File: src/rtl/fifo_ddr_wr_burst_ctrl.sv
// Read-side burst sequencer: waits for a full burst in the line FIFO, issues one DDR write
// command, then streams BURST_LEN words through a 2-entry skid buffer to the write channel.
module fifo_ddr_wr_burst_ctrl #(
  parameter int unsigned DATA_W      = 128,
  parameter int unsigned LEVEL_W     = 9,
  parameter int unsigned BURST_LEN   = 64,
  parameter int unsigned LEN_W       = 8,
  parameter int unsigned ADDR_W      = 28,
  parameter int unsigned BASE_ADDR   = 0,
  parameter int unsigned FRAME_WORDS = 259200
) (
  input  logic              i_rd_clk,
  input  logic              i_rd_rst,
  input  logic              i_frame_start,
  output logic              o_fifo_rd_en,
  input  logic [DATA_W-1:0] i_fifo_rd_data,
  input  logic              i_fifo_rd_empty,
  input  logic [LEVEL_W:0]  i_fifo_rd_water_level,
  output logic              o_cmd_valid,
  input  logic              i_cmd_ready,
  output logic [ADDR_W-1:0] o_cmd_addr,
  output logic [LEN_W-1:0]  o_cmd_len,
  output logic              o_wdata_valid,
  input  logic              i_wdata_ready,
  output logic [DATA_W-1:0] o_wdata,
  output logic              o_wdata_last,
  output logic              o_busy,
  output logic [15:0]       o_burst_cnt
);

  localparam int unsigned CntW = LEVEL_W + 1;

  typedef enum logic [1:0] {StIdle, StCmd, StData} state_e;

  state_e              r_state;
  state_e              w_state_next;
  logic [ADDR_W-1:0]   r_offset;
  logic                r_pending;
  logic [CntW-1:0]     r_pop_cnt;
  logic [CntW-1:0]     r_beat_cnt;
  logic [1:0]          r_skid_cnt;
  logic                r_inflight;
  logic [DATA_W-1:0]   r_skid_head;
  logic [DATA_W-1:0]   r_skid_tail;
  logic [15:0]         r_burst_cnt;

  logic                w_realign;
  logic                w_rd_en;
  logic                w_wvalid;
  logic                w_beat;
  logic                w_last;
  logic                w_done;
  logic                w_cmd_hs;
  logic [ADDR_W-1:0]   w_offset_sum;
  logic [ADDR_W-1:0]   w_offset_adv;

  assign w_realign    = (r_state == StIdle) && (i_frame_start || r_pending);
  // Reads in flight count against skid space so the buffer can never overflow.
  assign w_rd_en      = (r_state == StData) && (r_pop_cnt != '0) && !i_fifo_rd_empty &&
                        (({1'b0, r_skid_cnt} + {2'b00, r_inflight}) < 3'd2);
  assign w_wvalid     = (r_state == StData) && (r_skid_cnt != 2'd0);
  assign w_beat       = w_wvalid && i_wdata_ready;
  assign w_last       = w_wvalid && (r_beat_cnt == CntW'(BURST_LEN - 1));
  assign w_done       = w_beat && w_last;
  assign w_cmd_hs     = (r_state == StCmd) && i_cmd_ready;
  assign w_offset_sum = r_offset + ADDR_W'(BURST_LEN);
  assign w_offset_adv = (w_offset_sum == ADDR_W'(FRAME_WORDS)) ? '0 : w_offset_sum;

  always_comb begin
    w_state_next = r_state;
    o_cmd_valid  = 1'b0;
    o_cmd_addr   = '0;
    o_cmd_len    = '0;
    case (r_state)
      StIdle: begin
        if (!(i_frame_start || r_pending) &&
            (i_fifo_rd_water_level >= CntW'(BURST_LEN))) begin
          w_state_next = StCmd;
        end
      end
      StCmd: begin
        o_cmd_valid = 1'b1;
        o_cmd_addr  = ADDR_W'(BASE_ADDR) + r_offset;
        o_cmd_len   = LEN_W'(BURST_LEN - 1);
        if (i_cmd_ready) w_state_next = StData;
      end
      StData: begin
        if (w_done) w_state_next = StIdle;
      end
      default: w_state_next = StIdle;
    endcase
  end

  always_ff @(posedge i_rd_clk) begin
    if (i_rd_rst) r_state <= StIdle;
    else          r_state <= w_state_next;
  end

  always_ff @(posedge i_rd_clk) begin
    if (i_rd_rst) begin
      r_offset    <= '0;
      r_pending   <= 1'b0;
      r_pop_cnt   <= '0;
      r_beat_cnt  <= '0;
      r_skid_cnt  <= 2'd0;
      r_inflight  <= 1'b0;
      r_skid_head <= '0;
      r_skid_tail <= '0;
      r_burst_cnt <= '0;
    end else begin
      r_inflight <= w_rd_en;
      if (w_realign) begin
        r_offset  <= '0;
        r_pending <= 1'b0;
      end else if ((r_state != StIdle) && i_frame_start) begin
        r_pending <= 1'b1;
      end
      if (w_cmd_hs) begin
        r_pop_cnt  <= CntW'(BURST_LEN);
        r_beat_cnt <= '0;
      end
      if (w_rd_en) r_pop_cnt <= r_pop_cnt - 1'b1;
      if (w_beat)  r_beat_cnt <= r_beat_cnt + 1'b1;
      if (w_done) begin
        r_offset    <= w_offset_adv;
        r_burst_cnt <= r_burst_cnt + 16'd1;
      end
      case ({r_inflight, w_beat})
        2'b10: begin
          if (r_skid_cnt == 2'd0) r_skid_head <= i_fifo_rd_data;
          else                    r_skid_tail <= i_fifo_rd_data;
          r_skid_cnt <= r_skid_cnt + 2'd1;
        end
        2'b01: begin
          r_skid_head <= r_skid_tail;
          r_skid_cnt  <= r_skid_cnt - 2'd1;
        end
        2'b11: begin
          if (r_skid_cnt == 2'd1) begin
            r_skid_head <= i_fifo_rd_data;
          end else begin
            r_skid_head <= r_skid_tail;
            r_skid_tail <= i_fifo_rd_data;
          end
        end
        default: ;
      endcase
    end
  end

  assign o_fifo_rd_en  = w_rd_en;
  assign o_wdata_valid = w_wvalid;
  assign o_wdata       = w_wvalid ? r_skid_head : '0;
  assign o_wdata_last  = w_last;
  assign o_busy        = (r_state != StIdle);
  assign o_burst_cnt   = r_burst_cnt;

endmodule

File: config.mk
export PLATFORM = sky130hd
export DESIGN_NAME = fifo_ddr_wr_burst_ctrl
export DESIGN_NICKNAME = d
export VERILOG_FILES = /design/src/rtl/fifo_ddr_wr_burst_ctrl.sv
export SDC_FILE = /design/constraint.sdc
export NUM_CORES = 1
export LEC_CHECK = 0
export BUFFER_PORTS_ARGS = -buffer_cell sky130_fd_sc_hd__buf_4
export CAP_MARGIN = 40
export CORE_MARGIN = 10
export CORE_UTILIZATION = 35
export DETAILED_ROUTE_END_ITERATION = 6
export GPL_ROUTABILITY_DRIVEN = 0
export MAX_ROUTING_LAYER = met4
export SLEW_MARGIN = 20
export SYNTH_ARGS = -nofsm -noshare
export SYNTH_HDL_FRONTEND = slang
export SYNTH_SLANG_ARGS = --single-unit
export TNS_END_PERCENT = 100
File: constraint.sdc
create_clock -name i_rd_clk -period 2.4 [get_ports i_rd_clk]
set_input_delay 0.12 -clock i_rd_clk [delete_from_list [all_inputs] [get_ports i_rd_clk]]
set_output_delay 0.12 -clock i_rd_clk [all_outputs]
set_load 0.05 [all_outputs]
# --- Word level (Yosys, flattened, before mapping) ---
# Cells that the tools add are included.
totals:
  register_bits: 326
  latch_bits: 0
  mem_bits_rw: 0
  rom_bits: 0
  in_bits: 144
  output_inout_bits: 185
  wordCells: 84
  mem_count: 0
op_classes:
  add_sub_neg: 7
  n_mul: 0
  div: 0
  n_lt_le_gt_ge: 2
  n_eq_ne: 14
  shifts: 0
  mux: 22
  bitwise: 0
  reduce_logical: 29
op_table:
  columns: ["op", "count"]
  rows:
  - ["$mux W128", 5]
  - ["$pmux W128 S3", 1]
  - ["$pmux W128 S2", 1]
  - ["$mux W28", 4]
  - ["$mux W10", 4]
  - ["$add A28 B7 Y28 const B", 1]
  - ["$eq A28 B18 Y1 const B", 1]
  - ["$add A16 B1 Y16 const B", 1]
  - ["$reduce_bool A2 Y1", 7]
  - ["$logic_and A1 B1 Y1", 11]
  - ["$add A10 B1 Y10 const B", 1]
  - ["$eq A10 B6 Y1 const B", 1]
  - ["$ge A10 B7 Y1 const B", 1]
  - ["$ne A2 B2 Y1 const B", 5]
  - ["$reduce_bool A10 Y1", 1]
  - ["$sub A10 B1 Y10 const B", 1]
  - ["$eq A2 B1 Y1 const B", 3]
  - ["$eq A2 B2 Y1 const B", 3]
  - ["$mux W2", 3]
  - ["$mux W6", 1]
  - ["$pmux W2 S3", 1]
  - ["$reduce_and A3 Y1", 2]
  - ["$logic_not A2 Y1", 2]
  - ["$pmux W2 S2", 1]
  - ["11 further kinds", 12]

# --- Depth between registers and ports, before layout ---
# Gate-level depths: netlist of the first run.
depth:
  depth_word: 6
  mapped_depth: 12
  depth_no_buf: 10

# --- Worst setup path after synthesis of the first run ---
# No wires, ideal clock.
synth_timing:
  path_kind: "register to register"
  start: "register r_skid_cnt[0]"
  end: "register r_skid_head[107]"
  setup_ps: 78
  arrival_ps: 2516
  required_ps: 2322
  path_slack_ps: -194
  stages_incl_launch_ff: 12
  cell_sequence: "dfxtp_1 -> inv_1 -> ha_1 -> nand4bb_1 -> clkbuf_1 -> inv_1 -> ha_1 -> mux2i_1 -> clkbuf_1 -> buf_1 -> a221oi_1 -> nor3_1"
synth_between:
  elab_chain_cells: 6
  word_cells_on_any_way: 13
  classes_between: "eq/ne (5); mux (2); reduce/logical (6)"
synth_lines:
  columns: ["item", "line_no", "text"]
  rows:
  - ["start, declared", "41", "logic [1:0] r_skid_cnt;"]
  - ["start signal, assigned", "132", "r_skid_cnt <= r_skid_cnt + 2'd1;"]
  - ["start signal, assigned", "136", "r_skid_cnt <= r_skid_cnt - 2'd1;"]
  - ["$reduce_bool A2 Y1", "61", "assign w_wvalid = (r_state == StData) && (r_skid_cnt != 2'd0);"]
  - ["$logic_and A1 B1 Y1", "61", null]
  - ["$logic_and A1 B1 Y1", "62", "assign w_beat = w_wvalid && i_wdata_ready;"]
  - ["$eq A2 B2 Y1 / $eq A2 B1 Y1 (equally long branches)", "128", "case ({r_inflight, w_beat})"]
  - ["$ne A2 B2 Y1 (no line) / $reduce_bool A3 Y1 (equally long branches)", null, null]
  - ["$reduce_and A2 Y1 (no line)", null, null]
  - ["end signal, assigned", "130", "if (r_skid_cnt == 2'd0) r_skid_head <= i_fifo_rd_data;"]
  - ["end signal, assigned", "135", "r_skid_head <= r_skid_tail;"]
  - ["end signal, assigned", "140", "r_skid_head <= i_fifo_rd_data;"]
  - ["end, declared", "43", "logic [DATA_W-1:0] r_skid_head;"]
# Parallel ways exist; a longest one is shown, timed or not.
# A chain may end at the register's enable or synchronous reset.

# --- Worst setup path in the final report of the first run ---
layout_timing:
  start: "register r_skid_cnt[1]"
  end: "output o_wdata[49]"
layout_between:
  elab_chain_cells: 3
layout_lines:
  columns: ["item", "line_no", "text"]
  rows:
  - ["$reduce_bool A2 Y1", "61", null]
  - ["$logic_and A1 B1 Y1", "61", null]
  - ["$mux W128", "153", "assign o_wdata = w_wvalid ? r_skid_head : '0;"]
  - ["end, declared", "25", "output logic [DATA_W-1:0] o_wdata,"]
# Every way passes these cells.

==> metrics.yaml, run 1 <==
route:
  viasPerCell: 5.168
  antenna_left: 0
  routed_wl_mm: 48.33
  drc: 0
  drt_pass1_iterations: 5
  drt_first_iter_violations: 1129
  vias: 14180
  wl_per_cell_um: 17.61
final_layout:
  regArea_um2: 6411
  final_common_cell: "buf_4"
  area_growth_pct: 45.63
  multi_input_area_um2: 7083
  post-route-cell-area_um2: 20370
  drive_above_1_share_pct: 23.00
  layout.cells.non_filler: 2744
  n_fill_cell: 3656
  layout_common_cells: "361 x buf_4, 316 x dfxtp_1, 292 x nand2_1"
  final_nets: 2344
sta:
  setup_violations: 0
  rsz0062_at_grt: "true"
  final.period_utilization_pct: 95.70
  skew_ns: 0.01219
  fmax_mhz: 435.4
  report.final.slew_viol_count: 0
  tns_ns: 0
  layout_setup_ws_ns: 0.1031
  final_hold_viol_count: 0
  fin_hold_ws_ns: 0.1018
  slew_headroom_pct: 56.53
  tightest_slew_ns: 0.6452
  period_needed_ns: 2.297
power_and_ir_drop:
  p_leak_nw: 7.780
  vdd_ir_drop_max_v: 0.0005015
  power_density_nw_per_um2: 581.4
  sequentialPowerShare_pct: 45.1
  internal_power_w: 0.009213
  pwr-share-comb_pct: 6.2
  p_sw_share_pct: 22.22
  switching_power_w: 0.002632
  clockPowerShare_pct: 48.6
critical_path:
  r2r_slack_ns: 0.12
  r2r_start: "r_skid_cnt[1]$_SDFFE_PP0P_"
  cp_slowest_stage_delay_ns: 0.33
  r2r_cells: 11
  crit_start: "r_skid_cnt[1]$_SDFFE_PP0P_"
  worstPathMaxFanout: 28
  rr_endpoint: "r_skid_tail[82]$_SDFFE_PP0P_"
  worst_path_max_delay_cell: "dfxtp_1"
  crit_arrival_ns: 2.18
  start_kind: "flip-flop"
  end_kind: "primary output"
  crit_type: "flip-flop to primary output"
  path_cells: "inv_1 -> ha_1 -> buf_4 -> nor2b_4 -> buf_12 -> buf_12 -> and2_1 -> buf_4"
  cp.required_ns: 2.28
  setup.worst_path.end: "o_wdata[49]"
floorplan:
  start_util_pct: 35.29
  ios: 329
  placementRows: 73
  core-area_um2: 39640
  die_x_um: 219.9
  dieArea_um2: 48370
  die_height_um: 219.9
yosys:
  avgSynthCellArea_um2: 7.926
  synthArstFlopShare_pct: 0
  synth.cell_area_um2: 13990
  ys_seq_elements: 320
  yosysSeqAreaShare_pct: 45.79
  postSynthCellCount: 1765
  ys.flop_type: "dfxtp_1"
  yosysUniqueCellTypes: 55
  yosysWarnings: 0
  synth-edff-count: 0
worst_hold_path:
  hp-class: "primary input to flip-flop"
placement:
  port_buffers: 314
  dp_hpwl_mm: 31.94
  placed_cell_area_um2: 17550
  post-place-ws_ns: 0.01904
  place_inst: 2535
global_routing:
  grt_use_total_pct: 19.44
  grt_max_degree: 93
  antenna_found_initial: 5
  grt_pass1_vias: 13580
  grt-ovfl-total: 0
  grt_pass1_wl_mm: 74.75
clocking:
  numCtsBuffers: 38
  clkSinkCount: 320
  cts.reportedPaths.clkPinSlew_ns: 0.06
  cts_tree: "built"
  ctsLongestPathBuffers: 3
  htreeDepth: 2
  insertion_delay_ns: 0.54
  cts-root-buf: "clkbuf_16"
run_status:
  status: "complete, no violations"
job:
  max-cap-violations: 0
routing by layer:
metal / wire length (um) / GRT usage [%] / up-vias
li1: - / - / 6952
met1: 20890 / 24.60 / 6749
met2: 23660 / 31.15 / 415
met3: 2787 / 3.401 / 65
met4: 991 / 5.912 / 0
met5: 0 / - / -
power by group through the flow:
stage	combinational [W]	sequential [W]	clock (W)
5_1_grt	0.000790	0.00534	0.00614
6_report	0.000739	0.00535	0.00576
4_1_cts	0.000733	0.00534	0.00594
2_1_floorplan	0.000261	0.00546	0
3_5_place_dp	0.000544	0.00546	0
3_3_place_gp	0.000539	0.00546	0
synthesized netlist by cell type, types with 2 or more instances:
library cell | n | share of area (%)
nor2b_1 | 5 | 0.22
and3_1 | 8 | 0.36
or3_1 | 6 | 0.27
xnor2_1 | 7 | 0.44
a311oi_1 | 2 | 0.13
o211ai_1 | 2 | 0.11
buf_2 | 3 | 0.11
nor3_1 | 153 | 5.5
a211o_1 | 2 | 0.13
o21ai_0 | 29 | 1.0
a211oi_1 | 7 | 0.38
buf_1 | 4 | 0.11
a22oi_1 | 2 | 0.11
o21a_1 | 3 | 0.16
nor2_1 | 191 | 5.1
nand4_1 | 16 | 0.72
xor2_1 | 19 | 1.2
mux2_2 | 4 | 0.32
a31oi_1 | 5 | 0.22
nand3_1 | 15 | 0.54
clkbuf_1 | 142 | 3.8
nand3_2 | 2 | 0.14
nand2b_1 | 3 | 0.13
and2_1 | 155 | 6.9
nor3b_1 | 4 | 0.21
buf_4 | 14 | 0.75
ha_1 | 11 | 0.98
nand4b_1 | 4 | 0.25
mux2i_1 | 2 | 0.14
nand2_1 | 294 | 7.9
or4_1 | 3 | 0.16
a21o_1 | 3 | 0.16
a221oi_1 | 128 | 8.0
a21oi_1 | 161 | 5.8
inv_1 | 13 | 0.35
dfxtp_1 | 320 | 46
nor4_1 | 5 | 0.22
what timing repair did:
action | CTS | global route
hold buffers | 131 | 0
setup endpoints to repair | 68 | 285
gates resized for setup | 4 | 36
pin swaps | 0 | 10
cloned | 0 | 1
buffers inserted | 1 | 6
endpoints found under the hold margin | 290 | 0
cell type report:
| class | instances | area share (%) |
|---|---|---|
| multi-input combinational | 1275 | 34.77 |
| sequential | 320 | 31.47 |
| timing repair buffer | 540 | 24.10 |
| clock buffer | 57 | 5.662 |
| tap | 525 | 3.224 |
| clock inverter | 7 | 0.4483 |
| inverter | 14 | 0.2579 |
| antenna | 6 | 0.07370 |
critical path: cells and delay by family, from the launching register on:
family        cells  cell delay [ns]
fa+ha+maj         1             0.20
flops             1             0.33
simple gates      2             0.33
buf+inv           5             0.77
metrics by stage:
| stage | total power [W] | utilization (%) |
|---|---|---|
| floorplan | 0.005719 | - |
| global placement | 0.005999 | 44.27 |
| detailed placement | 0.006004 | 44.27 |
| CTS | 0.01202 | 50.79 |
| global route | 0.01228 | 51.39 |
| finish | 0.01185 | 51.40 |
how the worst min path moves through the flow:
stage / start / end / slack [ns] / depth (start not counted)
CTS: i_fifo_rd_empty / r_inflight$_SDFF_PP0_ / 0.11 / 5
floorplan: i_fifo_rd_data[0] / r_skid_tail[0]$_SDFFE_PP0P_ / 0.26 / 2
detailed placement: i_fifo_rd_data[6] / r_skid_tail[6]$_SDFFE_PP0P_ / 0.39 / 3
finish: i_fifo_rd_empty / r_inflight$_SDFF_PP0_ / 0.10 / 5
global route: i_fifo_rd_empty / r_inflight$_SDFF_PP0_ / 0.15 / 5
global placement: i_fifo_rd_data[25] / r_skid_tail[25]$_SDFFE_PP0P_ / 0.38 / 3
cells by family after synthesis:
group | synth area share (%)
compound gates | 16.68
xor+xnor | 1.628
fa+ha+maj | 0.9838
buf+inv | 5.152
flops | 45.79
mux | 0.4651
other cells | 0.02681
simple gates | 29.27
state kept, by name (all words and copies together) (netlist names):
name and flops:
r_inflight 1, r_state 2, r_skid_cnt 2, r_skid_head 128
r_pending 1, r_pop_cnt 10, r_offset 22, r_beat_cnt 10
r_skid_tail 128, o_burst_cnt 16
(Power assumes the default switching activity.)
==> inputs of run 2 (changes only) <==
Settings changed: CORE_MARGIN 10 to 2, CTS_BUF_LIST from default to sky130_fd_sc_hd__clkbuf_4 sky130_fd_sc_hd__clkbuf_8, SLEW_MARGIN 20 to 5.
==> run 2 against run 1 <==
Against the previous run:
- sequential power barely moved
- design area rose by 3.7%
- clock power fell by 5.9%
- final cell count rose by 2.0%
- flip-flop and latch count did not move
- via count rose by 1.7%
- global-route usage rose by 2.5 points
==> metrics.yaml, run 2 (synthesis results as in run 1) <==
global_routing:
  grt_pass1_vias: 13610
  antenna_found_initial: 6
  grt_max_degree: 97
  grt_use_total_pct: 21.92
  grt_pass1_wl_mm: 71.96
  grt-ovfl-total: 0
power_and_ir_drop:
  power_density_nw_per_um2: 544.6
  p_leak_nw: 8.071
  pwr-share-comb_pct: 6.4
  total_power_w: 0.01150
  sequentialPowerShare_pct: 46.5
  internal_power_w: 0.008785
  switching_power_w: 0.002716
  p_sw_share_pct: 23.62
  vdd_ir_drop_max_v: 0.0005134
  clockPowerShare_pct: 47.1
sta:
  tightest_slew_ns: 0.6356
  final_hold_viol_count: 0
  skew_ns: 0.02338
  slew_headroom_pct: 57.18
  fmax_mhz: 428.6
  period_needed_ns: 2.333
  setup_violations: 0
  rsz0062_at_grt: "true"
  report.final.slew_viol_count: 0
  final.period_utilization_pct: 97.21
clocking:
  cts_tree: "built"
  cts-root-buf: "clkbuf_8"
  ctsLongestPathBuffers: 3
  numCtsBuffers: 56
  htreeDepth: 2
  insertion_delay_ns: 0.65
  cts.reportedPaths.clkPinSlew_ns: 0.06
  clkSinkCount: 320
floorplan:
  ios: 329
  core-area_um2: 39550
  die_height_um: 203.9
  placementRows: 73
  dieArea_um2: 41590
  die_x_um: 203.9
  start_util_pct: 35.37
final_layout:
  drive_above_1_share_pct: 27.51
  area_growth_pct: 50.95
  layout_common_cells: "314 x dfxtp_1, 294 x buf_4, 292 x nand2_1"
  fin_util_pct: 53.40
  final_nets: 2383
  largestRegisters: "r_skid_head x128, r_skid_tail x128, r_offset x22"
  final_common_cell: "dfxtp_1"
route:
  drt_pass1_iterations: 5
  drc: 0
  vias: 14420
  viasPerCell: 5.151
  drt_first_iter_violations: 829
  antenna_left: 0
  wl_per_cell_um: 17.22
  routed_wl_mm: 48.21
critical_path:
  crit_top_cell: "buf_6"
  path_delay_family: "buffers and inverters"
  path_cells: "inv_2 -> ha_4 -> buf_6 -> nor2b_4 -> buf_12 -> clkbuf_16 -> and2_1 -> buf_6"
  worst_path_max_delay_cell: "dfxtp_2"
  end_kind: "primary output"
  r2r_slack_ns: 0.10
  crit_arrival_ns: 2.21
  cp.required_ns: 2.28
  start_kind: "flip-flop"
  worstPathMaxFanout: 12
  cp_slowest_stage_delay_ns: 0.33
  cp_num_buf_inv: 5
  crit_type: "flip-flop to primary output"
placement:
  dp_hpwl_mm: 28.70
  port_buffers: 314
run_status:
  status: "complete, no violations"
job:
  max-cap-violations: 0
worst_hold_path:
  hp-class: "primary input to flip-flop"
-- run 2: cell count changes in the layout (fill, tap and decap cells not counted), sizes merged --
cell	change
clkinv	+6
clkinvlp	-1
dlygate4sd3	+1
buf	+15
clkbuf	+32
o21a	+2
-- run 2: final timing paths --
check | cells past startpoint | startpoint | endpoint
hold / removal | 5 | i_wdata_ready | r_beat_cnt[1]$_SDFFE_PP0P_
setup reg to reg | 9 | r_offset[7]$_SDFFE_PP0P_ | r_offset[13]$_SDFFE_PP0P_
hold reg to reg | 2 | r_skid_tail[39]$_SDFFE_PP0P_ | r_skid_tail[39]$_SDFFE_PP0P_
setup / recovery | 8 | r_skid_cnt[0]$_SDFFE_PP0P_ | o_wdata[77]
-- run 2: final cells by class --
type                       instances  area (um2)
clock inverter                    12       125.1
timing repair buffer             559        5438
multi-input combinational       1277        7333
inverter                          14       52.55
clock buffer                      86        1084
tap                              525       656.9
fill                            3562       18430
sequential                       320        6414
antenna                            6       15.01
-- run 2: tightest hold or removal path, stage by stage --
cell and delay, ns:
buf_4 0.11, nand4bb_4 0.15, buf_8 0.17, nand3_1 0.08, a21oi_1 0.06
-- run 2: stage by stage --
stage / setup WS, ns / cells / instance area [um2] / setup TNS (ns) / hold slack (ns)
6_report: 0.06700 / 2799 / 21120 / 0 / 0.07980
5_1_grt: -0.09415 / 2799 / 21120 / -0.8680 / 0.07455
4_1_cts: -0.04671 / 2778 / 20240 / -0.9640 / 0.06089
3_5_place_dp: -0.004016 / 2540 / 17460 / -0.004046 / 0.3850
3_3_place_gp: 0.01538 / 2540 / 17460 / 0 / 0.3771
2_1_floorplan: -0.01497 / 1772 / 14090 / -1.794 / 0.2560
-- run 2: timing repair --
item                                    4_1_cts  5_1_grt
endpoints found under the setup margin      184      362
hold buffers                                132        0
pin swaps                                     1       14
buffers inserted                              4        9
hold endpoints to repair                    272        0
resized for setup                            30      171
cloned                                        4        7
-- run 2: layer usage --
| metal | wire [um] | up-vias | share of wire (%) | GRT usage, % |
|---|---|---|---|---|
| met4 | 1391 | 0 | 2.9 | 7.742 |
| met2 | 23120 | 427 | 48 | 35.17 |
| li1 | - | 7059 | - | - |
| met1 | 20680 | 6841 | 43 | 26.75 |
| met5 | 0 | - | 0 | - |
| met3 | 3020 | 90 | 6.3 | 5.469 |
-- run 2: power by group through the flow --
stage | clock network [W] | logic [W] | registers (W)
floorplan | 0 | 0.000261 | 0.00546
global placement | 0 | 0.000533 | 0.00546
detailed placement | 0 | 0.000537 | 0.00546
CTS | 0.00557 | 0.000726 | 0.00534
global route | 0.00580 | 0.000790 | 0.00535
finish | 0.00542 | 0.000739 | 0.00535
==> inputs of run 3 (changes only) <==
Clock period 2.4 ns to 1.99 ns, I/O delays scaled along.
==> run 3 against run 2 <==
Against the previous run:
- the flow now finishes with violations (negative setup slack)
- non-clock buffer count increased by 146
- combinational power increased by 47%
- via count increased by 11%
- sequential power increased by 21%
- total power increased by 24%
- first-iteration DRC count increased by 9.3%
- core utilization increased by 13 points
- register-to-register slack got worse by 0.44 ns
- flip-flop and latch count unchanged
- sequential share of layout area decreased by 5.9 points
- count of clock-buffer cells in the layout decreased by 1
- clock skew decreased by 0.0057 ns
- critical endpoint is now r_skid_head[42]$_SDFFE_PP0P_
==> metrics.yaml, run 3 (synthesis results as in run 1) <==
power_and_ir_drop:
  sequentialPowerShare_pct: 45.1
  pwr-share-comb_pct: 7.6
  vdd_ir_drop_max_v: 0.0005474
  switching_power_w: 0.003396
  p_leak_nw: 10.33
  internal_power_w: 0.01091
  total_power_w: 0.01430
  p_sw_share_pct: 23.75
  clockPowerShare_pct: 47.3
  power_density_nw_per_um2: 544.7
clocking:
  cts_tree: "built"
  htreeDepth: 2
  insertion_delay_ns: 0.63
  numCtsBuffers: 56
  ctsLongestPathBuffers: 3
  cts-root-buf: "clkbuf_8"
  cts.reportedPaths.clkPinSlew_ns: 0.06
  clkSinkCount: 320
run_status:
  violations: "negative setup slack"
  status: "finished, violations left"
route:
  drc: 0
  drt_first_iter_violations: 906
  vias: 15930
  wl_met2_mm: 29.89
  drt_pass1_iterations: 5
  viasPerCell: 5.418
  route.met3.wl_mm: 3.778
  wl_met1_mm: 24.37
  antenna_left: 0
  wl_per_cell_um: 20.49
  routed_wl_mm: 60.26
  highest_layer: "met4"
sta:
  fmax_mhz: 428.4
  period_needed_ns: 2.334
  slew_headroom_pct: 29.53
  skew_ns: 0.01766
  fin_hold_ws_ns: 0.09665
  rsz0062_at_grt: "true"
  tightest_slew_ns: 1.046
  setup_violations: 441
  final.period_utilization_pct: 117.3
  layout_setup_ws_ns: -0.3441
  final_hold_viol_count: 0
  report.final.slew_viol_count: 0
critical_path:
  cp.required_ns: 2.49
  crit_arrival_ns: 2.84
  r2r_cells: 12
  rr_endpoint: "r_skid_head[42]$_SDFFE_PP0P_"
  cp_slowest_stage_delay_ns: 0.33
  end_kind: "flip-flop"
  worstPathMaxFanout: 9
  crit_type: "flip-flop to flip-flop"
  worst_path_max_delay_cell: "dfxtp_2"
  r2r_start: "r_skid_cnt[1]$_SDFFE_PP0P_"
  r2r_slack_ns: -0.34
  cp_num_buf_inv: 5
  start_kind: "flip-flop"
  path_cells: "inv_2 -> ha_4 -> nand4bb_4 -> clkinv_4 -> ha_4 -> buf_6 -> nor2_4 -> o21ai_4 -> buf_12 -> buf_6 -> nor2_1 -> nor3_1"
  path_delay_family: "simple AND/OR/NAND/NOR gates"
placement:
  port_buffers: 314
  dp_hpwl_mm: 30.17
  post-place-ws_ns: -0.2358
worst_hold_path:
  hp-start: "i_wdata_ready"
  hold-path-cell-count: 5
  hp-class: "primary input to flip-flop"
  holdPathEnd: "r_skid_cnt[1]$_SDFFE_PP0P_"
floorplan:
  die_x_um: 203.9
  ios: 329
  start_util_pct: 35.37
  die_height_um: 203.9
  placementRows: 73
  core-area_um2: 39550
  dieArea_um2: 41590
final_layout:
  n_fill_cell: 2894
  final_common_cell: "dfxtp_1"
  layout_common_cells: "301 x dfxtp_1, 265 x buf_4, 257 x nand2_1"
  drive_above_1_share_pct: 45.65
  area_growth_pct: 87.68
  final_nets: 2530
  largestRegisters: "r_skid_head x128, r_skid_tail x128, r_offset x22"
global_routing:
  grt_use_total_pct: 24.62
  grt_pass1_wl_mm: 80.12
  grt-ovfl-total: 0
  grt_pass1_vias: 15000
  antenna_found_initial: 3
  grt_max_degree: 63
job:
  max-cap-violations: 0
[run 3: power groups by stage]
stage / logic [W] / clock network, W / registers (W)
after floorplan: 0.000328 / 0 / 0.00658
after global placement: 0.000699 / 0 / 0.00659
after detailed placement: 0.000704 / 0 / 0.00659
after CTS: 0.000951 / 0.00688 / 0.00645
after global routing: 0.00114 / 0.00715 / 0.00645
final: 0.00109 / 0.00676 / 0.00645
[run 3: repair_timing]
action	in CTS	in global routing
hold buffers	133	0
pin swaps	78	197
setup endpoints to repair	448	467
gates resized for setup	371	410
hold endpoints to repair	287	0
buffers inserted	31	30
cloned	24	45
[run 3: worst max path at each step]
stage	start	end	slack, ns	cells after the start
after floorplan	r_skid_cnt[0]$_SDFFE_PP0P_	r_skid_head[67]$_SDFFE_PP0P_	-0.15	12
after global routing	r_skid_cnt[1]$_SDFFE_PP0P_	r_skid_head[42]$_SDFFE_PP0P_	-0.47	12
after detailed placement	r_skid_cnt[1]$_SDFFE_PP0P_	o_burst_cnt[13]$_SDFFE_PP0P_	-0.24	9
after CTS	r_skid_cnt[1]$_SDFFE_PP0P_	o_wdata[13]	-0.33	9
final	r_skid_cnt[1]$_SDFFE_PP0P_	r_skid_head[42]$_SDFFE_PP0P_	-0.34	12
after global placement	r_offset[6]$_SDFFE_PP0P_	r_offset[10]$_SDFFE_PP0P_	-0.19	8
[run 3: layout make-up]
type	instances	area [um2]	share of cell area, %
clock buffers	85	1082	4.122
repair buffers	705	8738	33.28
inverters	14	57.56	0.2192
flip-flops and latches	320	6430	24.49
multi-input cells	1278	9131	34.78
clock inverters	10	150.1	0.5718
diodes	4	10.01	0.03812
well taps	525	656.9	2.502
[run 3: routing by layer]
layer / vias to the layer above / global-route usage [%]
met1: 7747 / 30.14
li1: 7386 / -
met3: 166 / 4.161
met4: 0 / 10.45
met2: 634 / 40.05
met5: - / -
[run 3: stage by stage]
step	instance area, um2	util [%]	std cells	setup TNS, ns
CTS	23400	59.18	2868	-79.32
floorplan	15210	-	1772	-14.02
detailed placement	18590	47.01	2588	-33.48
finish	26260	66.39	2941	-77.25
global placement	18590	47.01	2588	-23.45
global route	26250	66.38	2940	-122.77
[run 3: worst register-to-register path, stage by stage, from the launching register on]
cell and delay, ns:
dfxtp_2 0.33, inv_2 0.05, ha_4 0.16, nand4bb_4 0.25
clkinv_4 0.11, ha_4 0.18, buf_6 0.11, nor2_4 0.05
o21ai_4 0.28, buf_12 0.20, buf_6 0.16, nor2_1 0.06
nor3_1 0.28
